`config.mk`:
```
export PLATFORM = sky130hd
export DESIGN_NAME = cw_decoder_legv8
export DESIGN_NICKNAME = d
export VERILOG_FILES = /design/src/rtl/cw_decoder_legv8.sv
export SDC_FILE = /design/constraint.sdc
export NUM_CORES = 1
export LEC_CHECK = 0
export ABC_AREA = 1
export BUFFER_PORTS_ARGS = -buffer_cell sky130_fd_sc_hd__buf_2
export CELL_PAD_IN_SITES_DETAIL_PLACEMENT = 1
export CELL_PAD_IN_SITES_GLOBAL_PLACEMENT = 1
export CORE_ASPECT_RATIO = 1.2
export CORE_UTILIZATION = 26
export CTS_CLUSTER_DIAMETER = 100
export DETAILED_ROUTE_END_ITERATION = 12
export PLACE_DENSITY = 0.83
export SLEW_MARGIN = 20
export SYNTH_ARGS = -nofsm -noshare
export SYNTH_HDL_FRONTEND = slang
export SYNTH_SLANG_ARGS = --single-unit
```
`constraint.sdc`:
```
create_clock -name clock -period 1.7 [get_ports clock]
set_input_delay 0.17 -clock clock [delete_from_list [all_inputs] [get_ports clock]]
set_output_delay 0.17 -clock clock [all_outputs]
set_load 0.02 [all_outputs]
```
`src/rtl/cw_decoder_legv8.sv`:
```
// rtl/cw_decoder_legv8.sv - LEGv8 instruction decoder producing per-state control words
//
// Purpose: accepts instructions from fetch over a valid/ready handshake, latches
// them in an instruction register, and drives the control words that the control
// unit's state mux selects between. Retires an instruction when the word selected
// by the current state has NS=0, counts retirements and flags illegal opcodes.
//
// Ports:
//   clock                        rising-edge clock
//   reset                        asynchronous active-low reset
//   instr[31:0], instr_valid     instruction from fetch and its valid
//   instr_ready                  high in IF (state 0) while the IR is empty
//   state[2:0]                   control unit's registered state, 0 = IF
//   status[4:0]                  {V,C,N,Z,zero_result}; only zero_result is used
//   ControlWord1..6              control words for states 1..6
//   illegal                      sticky illegal-opcode flag
//   instr_count[CNT_W-1:0]       retired-instruction counter (wraps)
//
// Control word layout (40 bits):
//   [39:37] 0  [36:34] NS  [33] IL  [32:31] PS  [30:29] MM  [28] RW  [27] BS
//   [26] SL  [25] MD  [24:20] FS  [19] EN_PC  [18:17] KS  [16:15] 0
//   [14:10] SA  [9:5] SB  [4:0] DA

module cw_decoder_legv8 #(
  parameter int CW_LENGTH = 40,
  parameter int CNT_W     = 16
) (
  input  logic                 clock,
  input  logic                 reset,
  input  logic [31:0]          instr,
  input  logic                 instr_valid,
  output logic                 instr_ready,
  input  logic [2:0]           state,
  input  logic [4:0]           status,
  output logic [CW_LENGTH-1:0] ControlWord1,
  output logic [CW_LENGTH-1:0] ControlWord2,
  output logic [CW_LENGTH-1:0] ControlWord3,
  output logic [CW_LENGTH-1:0] ControlWord4,
  output logic [CW_LENGTH-1:0] ControlWord5,
  output logic [CW_LENGTH-1:0] ControlWord6,
  output logic                 illegal,
  output logic [CNT_W-1:0]     instr_count
);

  typedef enum logic [2:0] {
    CLS_BUBBLE = 3'd0,
    CLS_R      = 3'd1,
    CLS_I      = 3'd2,
    CLS_LD     = 3'd3,
    CLS_ST     = 3'd4,
    CLS_B      = 3'd5,
    CLS_CBZ    = 3'd6,
    CLS_ILL    = 3'd7
  } class_t;

  // ALU function-select codes understood by the datapath.
  localparam logic [4:0] FS_AND   = 5'b00000;
  localparam logic [4:0] FS_ORR   = 5'b00100;
  localparam logic [4:0] FS_ADD   = 5'b01000;
  localparam logic [4:0] FS_SUB   = 5'b01001;
  localparam logic [4:0] FS_PASSB = 5'b11000;

  function automatic logic [39:0] cw_pack(
    input logic [2:0] ns,
    input logic [1:0] ps,
    input logic [1:0] mm,
    input logic       rw,
    input logic       bs,
    input logic       sl,
    input logic       md,
    input logic [4:0] fs,
    input logic       en_pc,
    input logic [1:0] ks,
    input logic [4:0] sa,
    input logic [4:0] sb,
    input logic [4:0] da
  );
    return {3'b000, ns, 1'b0, ps, mm, rw, bs, sl, md, fs, en_pc, ks, 2'b00, sa, sb, da};
  endfunction

  logic [31:0]      r_ir;
  logic             r_ir_full;
  class_t           r_class;
  logic [4:0]       r_fs;
  logic             r_illegal;
  logic [CNT_W-1:0] r_count;

  logic [10:0] w_op;
  class_t      w_dec_class;
  logic [4:0]  w_dec_fs;
  logic        w_accept;
  logic        w_retire;
  logic [2:0]  w_sel_ns;
  logic [4:0]  w_sa;
  logic [4:0]  w_sb;
  logic [4:0]  w_da;
  logic [39:0] w_cw1;
  logic [39:0] w_cw2;
  logic        w_unused;

  // Opcode and immediate bits of the IR are consumed by decode and the datapath,
  // not by the control words; upper status flags are not needed here.
  assign w_unused = ^{r_ir[31:21], r_ir[15:10], status[4:1]};

  assign instr_ready = (state == 3'd0) && !r_ir_full;
  assign w_accept    = instr_valid && instr_ready;

  assign w_op = instr[31:21];

  always_comb begin
    w_dec_class = CLS_ILL;
    w_dec_fs    = FS_ADD;
    if (w_op == 11'b10001011000) begin
      w_dec_class = CLS_R;
      w_dec_fs    = FS_ADD;
    end else if (w_op == 11'b11001011000) begin
      w_dec_class = CLS_R;
      w_dec_fs    = FS_SUB;
    end else if (w_op == 11'b10001010000) begin
      w_dec_class = CLS_R;
      w_dec_fs    = FS_AND;
    end else if (w_op == 11'b10101010000) begin
      w_dec_class = CLS_R;
      w_dec_fs    = FS_ORR;
    end else if (w_op[10:1] == 10'b1001000100) begin
      w_dec_class = CLS_I;
      w_dec_fs    = FS_ADD;
    end else if (w_op[10:1] == 10'b1101000100) begin
      w_dec_class = CLS_I;
      w_dec_fs    = FS_SUB;
    end else if (w_op == 11'b11111000010) begin
      w_dec_class = CLS_LD;
    end else if (w_op == 11'b11111000000) begin
      w_dec_class = CLS_ST;
    end else if (w_op[10:5] == 6'b000101) begin
      w_dec_class = CLS_B;
    end else if (w_op[10:3] == 8'b10110100) begin
      w_dec_class = CLS_CBZ;
    end
  end

  // Stores and CBZ read Rt (IR[4:0]) through the B port instead of Rm.
  assign w_da = r_ir[4:0];
  assign w_sa = r_ir[9:5];
  assign w_sb = ((r_class == CLS_ST) || (r_class == CLS_CBZ)) ? r_ir[4:0] : r_ir[20:16];

  // r_class returns to BUBBLE whenever the IR empties, so it alone selects the words.
  always_comb begin
    w_cw1 = '0;
    w_cw2 = '0;
    case (r_class)
      CLS_R: begin
        w_cw1 = cw_pack(3'd0, 2'b01, 2'b00, 1'b1, 1'b0, 1'b1, 1'b0, r_fs, 1'b1, 2'b00, w_sa, w_sb, w_da);
      end
      CLS_I: begin
        w_cw1 = cw_pack(3'd0, 2'b01, 2'b00, 1'b1, 1'b1, 1'b1, 1'b0, r_fs, 1'b1, 2'b00, w_sa, w_sb, w_da);
      end
      CLS_LD: begin
        w_cw1 = cw_pack(3'd2, 2'b00, 2'b00, 1'b0, 1'b1, 1'b0, 1'b0, FS_ADD, 1'b0, 2'b01, w_sa, w_sb, w_da);
        w_cw2 = cw_pack(3'd0, 2'b01, 2'b01, 1'b1, 1'b0, 1'b0, 1'b1, 5'd0, 1'b1, 2'b00, w_sa, w_sb, w_da);
      end
      CLS_ST: begin
        w_cw1 = cw_pack(3'd0, 2'b01, 2'b10, 1'b0, 1'b1, 1'b0, 1'b0, FS_ADD, 1'b1, 2'b01, w_sa, w_sb, w_da);
      end
      CLS_B: begin
        w_cw1 = cw_pack(3'd0, 2'b10, 2'b00, 1'b0, 1'b0, 1'b0, 1'b0, 5'd0, 1'b1, 2'b10, w_sa, w_sb, w_da);
      end
      CLS_CBZ: begin
        // Pass Rt through the ALU to set zero_result, then branch on it next state.
        w_cw1 = cw_pack(3'd2, 2'b00, 2'b00, 1'b0, 1'b0, 1'b1, 1'b0, FS_PASSB, 1'b0, 2'b00, w_sa, w_sb, w_da);
        w_cw2 = cw_pack(3'd0, status[0] ? 2'b10 : 2'b01, 2'b00, 1'b0, 1'b0, 1'b0, 1'b0, 5'd0, 1'b1, 2'b11,
                        w_sa, w_sb, w_da);
      end
      CLS_ILL: begin
        // Skip the instruction: advance PC, touch no registers.
        w_cw1 = cw_pack(3'd0, 2'b01, 2'b00, 1'b0, 1'b0, 1'b0, 1'b0, 5'd0, 1'b1, 2'b00, 5'd0, 5'd0, 5'd0);
      end
      default: begin
        w_cw1 = '0;
        w_cw2 = '0;
      end
    endcase
  end

  // Only states 1 and 2 carry decoder words; IF and states 3..7 never retire.
  always_comb begin
    w_sel_ns = 3'd1;
    if (state == 3'd1) begin
      w_sel_ns = w_cw1[36:34];
    end else if (state == 3'd2) begin
      w_sel_ns = w_cw2[36:34];
    end
  end

  assign w_retire = r_ir_full && (w_sel_ns == 3'd0);

  always_ff @(posedge clock or negedge reset) begin
    if (!reset) begin
      r_ir      <= '0;
      r_ir_full <= 1'b0;
      r_class   <= CLS_BUBBLE;
      r_fs      <= '0;
      r_illegal <= 1'b0;
      r_count   <= '0;
    end else if (w_accept) begin
      r_ir      <= instr;
      r_ir_full <= 1'b1;
      r_class   <= w_dec_class;
      r_fs      <= w_dec_fs;
      if (w_dec_class == CLS_ILL) begin
        r_illegal <= 1'b1;
      end
    end else if (w_retire) begin
      r_ir_full <= 1'b0;
      r_class   <= CLS_BUBBLE;
      r_count   <= r_count + CNT_W'(1);
    end
  end

  assign ControlWord1 = w_cw1;
  assign ControlWord2 = w_cw2;
  assign ControlWord3 = '0;
  assign ControlWord4 = '0;
  assign ControlWord5 = '0;
  assign ControlWord6 = '0;
  assign illegal      = r_illegal;
  assign instr_count  = r_count;

endmodule

```
==> flow_summary.yaml <==
status:
  status: "finished, violations left"
  violations: "negative setup slack"
logic_synthesis:
  synth_top_family_by_area: "buffers and inverters"
  yosys_warnings: 0
  ys.flop_type: "dfrtp_1"
  ys_ff_latch: 39
  synth-simple-area-share_pct: 24.2
  yosysSeqAreaShare_pct: 25.4
  synth_area_mm2: 0.00385
  synth_area_per_cell_um2: 6.93
  synth_fa_ha_area_share_pct: 0.325
  synth_compound_area_share_pct: 3.67
  synth_xor_area_share_pct: 3.19
  synthDistinctLibCells: 28
  synth.area.mux_share_pct: 0
  synth_edf_count: 0
  async_flop_share_pct: 100
  syn_inst: 555
worst_setup_path:
  r2r_slack_ns: 0.05
  cp-end-kind: "output pin"
  critPathLaunchType: "flip-flop"
  cp_max_fo: 5
  worst_ep_required_time_ns: 1.53
  arrival_ns: 1.67
  path_class: "flip-flop to output pin"
cts:
  cts_tree: "built"
  clk_pin_slew_ns: 0.06
  insertion_delay_ns: 0.28
  clockBufferDepth: 2
  htree_levels: 2
  root_buffer: "clkbuf_16"
  clock_sinks: 39
  cts_buffers: 5
sta:
  relSlewSlack_pct: 65.7
  min_period_ns: 1.84
  whs_ns: 0.0929
  fmax_mhz: 544
  post-route-period-util_pct: 108
  setup_viol: 32
  finalHoldViolations: 0
  fin_skew_ns: 0.00983
  drv_slew: 0
  layout_setup_ws_ns: -0.140
  worstMarginPinSlew_ns: 0.514
  grt_setup_unrepaired: "true"
grt:
  grt_pass1_vias: 2922
  grt_max_degree: 40
  antenna_found_initial: 0
  grt.overflow.total: 0
  grt_use_total_pct: 11.9
  grt_pass1_wl_um: 14500
floorplan:
  core_area_mm2: 0.0144
  die_w_um: 113
  start_util_pct: 26.7
  rows: 48
  die_area_mm2: 0.0153
  io_pins: 301
  die_y_um: 135
placed_design:
  placed_cell_area_mm2: 0.00398
  hpwl_um: 7810
  gp_congestion: 0.841
  io_buffers: 102
  dp_cells: 839
detailed_routing:
  drt-wirelength-per-cell_um: 11.4
  drt_iter0_markers: 100
  vias_per_cell: 3.77
  drc_errors: 0
  vias: 3243
  antenna_left: 0
  dr.pass1.iters: 4
  wl_um: 9770
layout:
  nNetsFinal: 728
  layout_common_cells: "conb_1, nand2_1, buf_2"
  fin_util_pct: 30.9
  drive_above_1_share_pct: 26.0
  stdcell_area_mm2: 0.00445
  diodes: 0
  syn_to_final_growth_pct: 15.7
  layout_commonest_cell: "conb_1"
  fin_cells: 860
pwr:
  leakage_nw: 2.66
  irDropWorstVdd_mv: 0.490
  power.density_mw_per_mm2: 1570
hold_path:
  min_path_type: "primary input to flip-flop"
flow_run:
  drv_cap: 0
==> layout make-up <==
cell class                 count  area (µm²)
sequential                    39         978
clock inverter                 2        12.5
fill                        1904        9960
tap                          175         219
timing repair buffer         135         886
inverter                      46         175
clock buffer                   6         129
multi-input combinational    457        2050
==> synthesized netlist by cell type (2+ instances only) <==
cell / n / area (µm²)
clkbuf_1: 5 / 18.8
inv_2: 4 / 15.0
nand3_1: 22 / 110
xnor2_1: 13 / 114
o21ai_1: 9 / 45.0
nor2_1: 69 / 259
inv_1: 41 / 154
nor2_4: 2 / 22.5
buf_4: 194 / 1460
a21oi_1: 3 / 15.0
o21ai_0: 13 / 65.1
dfrtp_1: 39 / 976
nand2_1: 124 / 465
nor3_1: 3 / 15.0
==> flip-flops by register name, summed over array words and instances (netlist names) <==
name	cells
illegal	1
r_ir	15
r_class	3
instr_count	16
r_ir_full	1
r_fs	3
==> worst max-delay path, stage by stage (launching register included) <==
cell and delay (ns):
dfrtp_2 0.44, inv_2 0.08, nand2_2 0.07, nor2_4 0.13, inv_2 0.07, nand2_4 0.10
buf_12 0.13, nand2_2 0.05, o21ai_2 0.08, nor2_1 0.07, buf_4 0.16
==> through the flow <==
step	setup slack [ns]	total power [mW]	TNS, ns
finish	-0.140	7.01	-2.80
global route	-0.229	7.46	-6.15
CTS	-0.182	6.74	-3.50
detailed placement	-0.0276	5.21	-0.0306
global placement	0.0423	5.14	0
floorplan	-0.0510	4.11	-0.510
==> cell families after synthesis <==
logic type,Yosys count
flops,39
simple gates,227
fa+ha+maj,1
xor+xnor,14
other cells,1
buf+inv,246
compound gates,27
==> power by group <==
group	internal [mW]	leakage (nW)	switching, mW
combinational	1.73	2.09	2.92
sequential	1.22	0.497	0.231
clock	0.541	0.0669	0.368
total	3.49	2.66	3.52
==> repair_timing <==
action | CTS | global route
endpoints found under the setup margin | 43 | 61
pin swaps | 4 | 4
resized for setup | 33 | 33
setup buffers | 9 | 2
hold buffers | 1 | 0
hold endpoints to repair | 39 | 0
gates cloned | 2 | 0
==> path summary, 6_finish.rpt <==
check | startpoint | to | cells past startpoint
hold / removal | instr[5] | r_ir[5] | 3
setup / recovery | r_class[0] | ControlWord1[6] | 10
min in group asynchronous | reset | instr_count[15] | 3
max in group asynchronous | reset | r_class[0] | 3
hold reg to reg | illegal | illegal | 1
setup reg to reg | r_class[1] | r_class[1] | 10
==> layer usage <==
layer / global-route usage [%] / part of all wire [%] / wire length [µm] / up-vias
met5: 0 / 0 / 0 / -
met4: 2.63 / 1.1 / 104 / 0
met3: 2.64 / 7.5 / 733 / 12
met2: 23.2 / 54 / 5280 / 164
met1: 13.0 / 37 / 3650 / 1507
li1: - / - / - / 1560
Note: power is estimated with default switching activity, not from simulation.
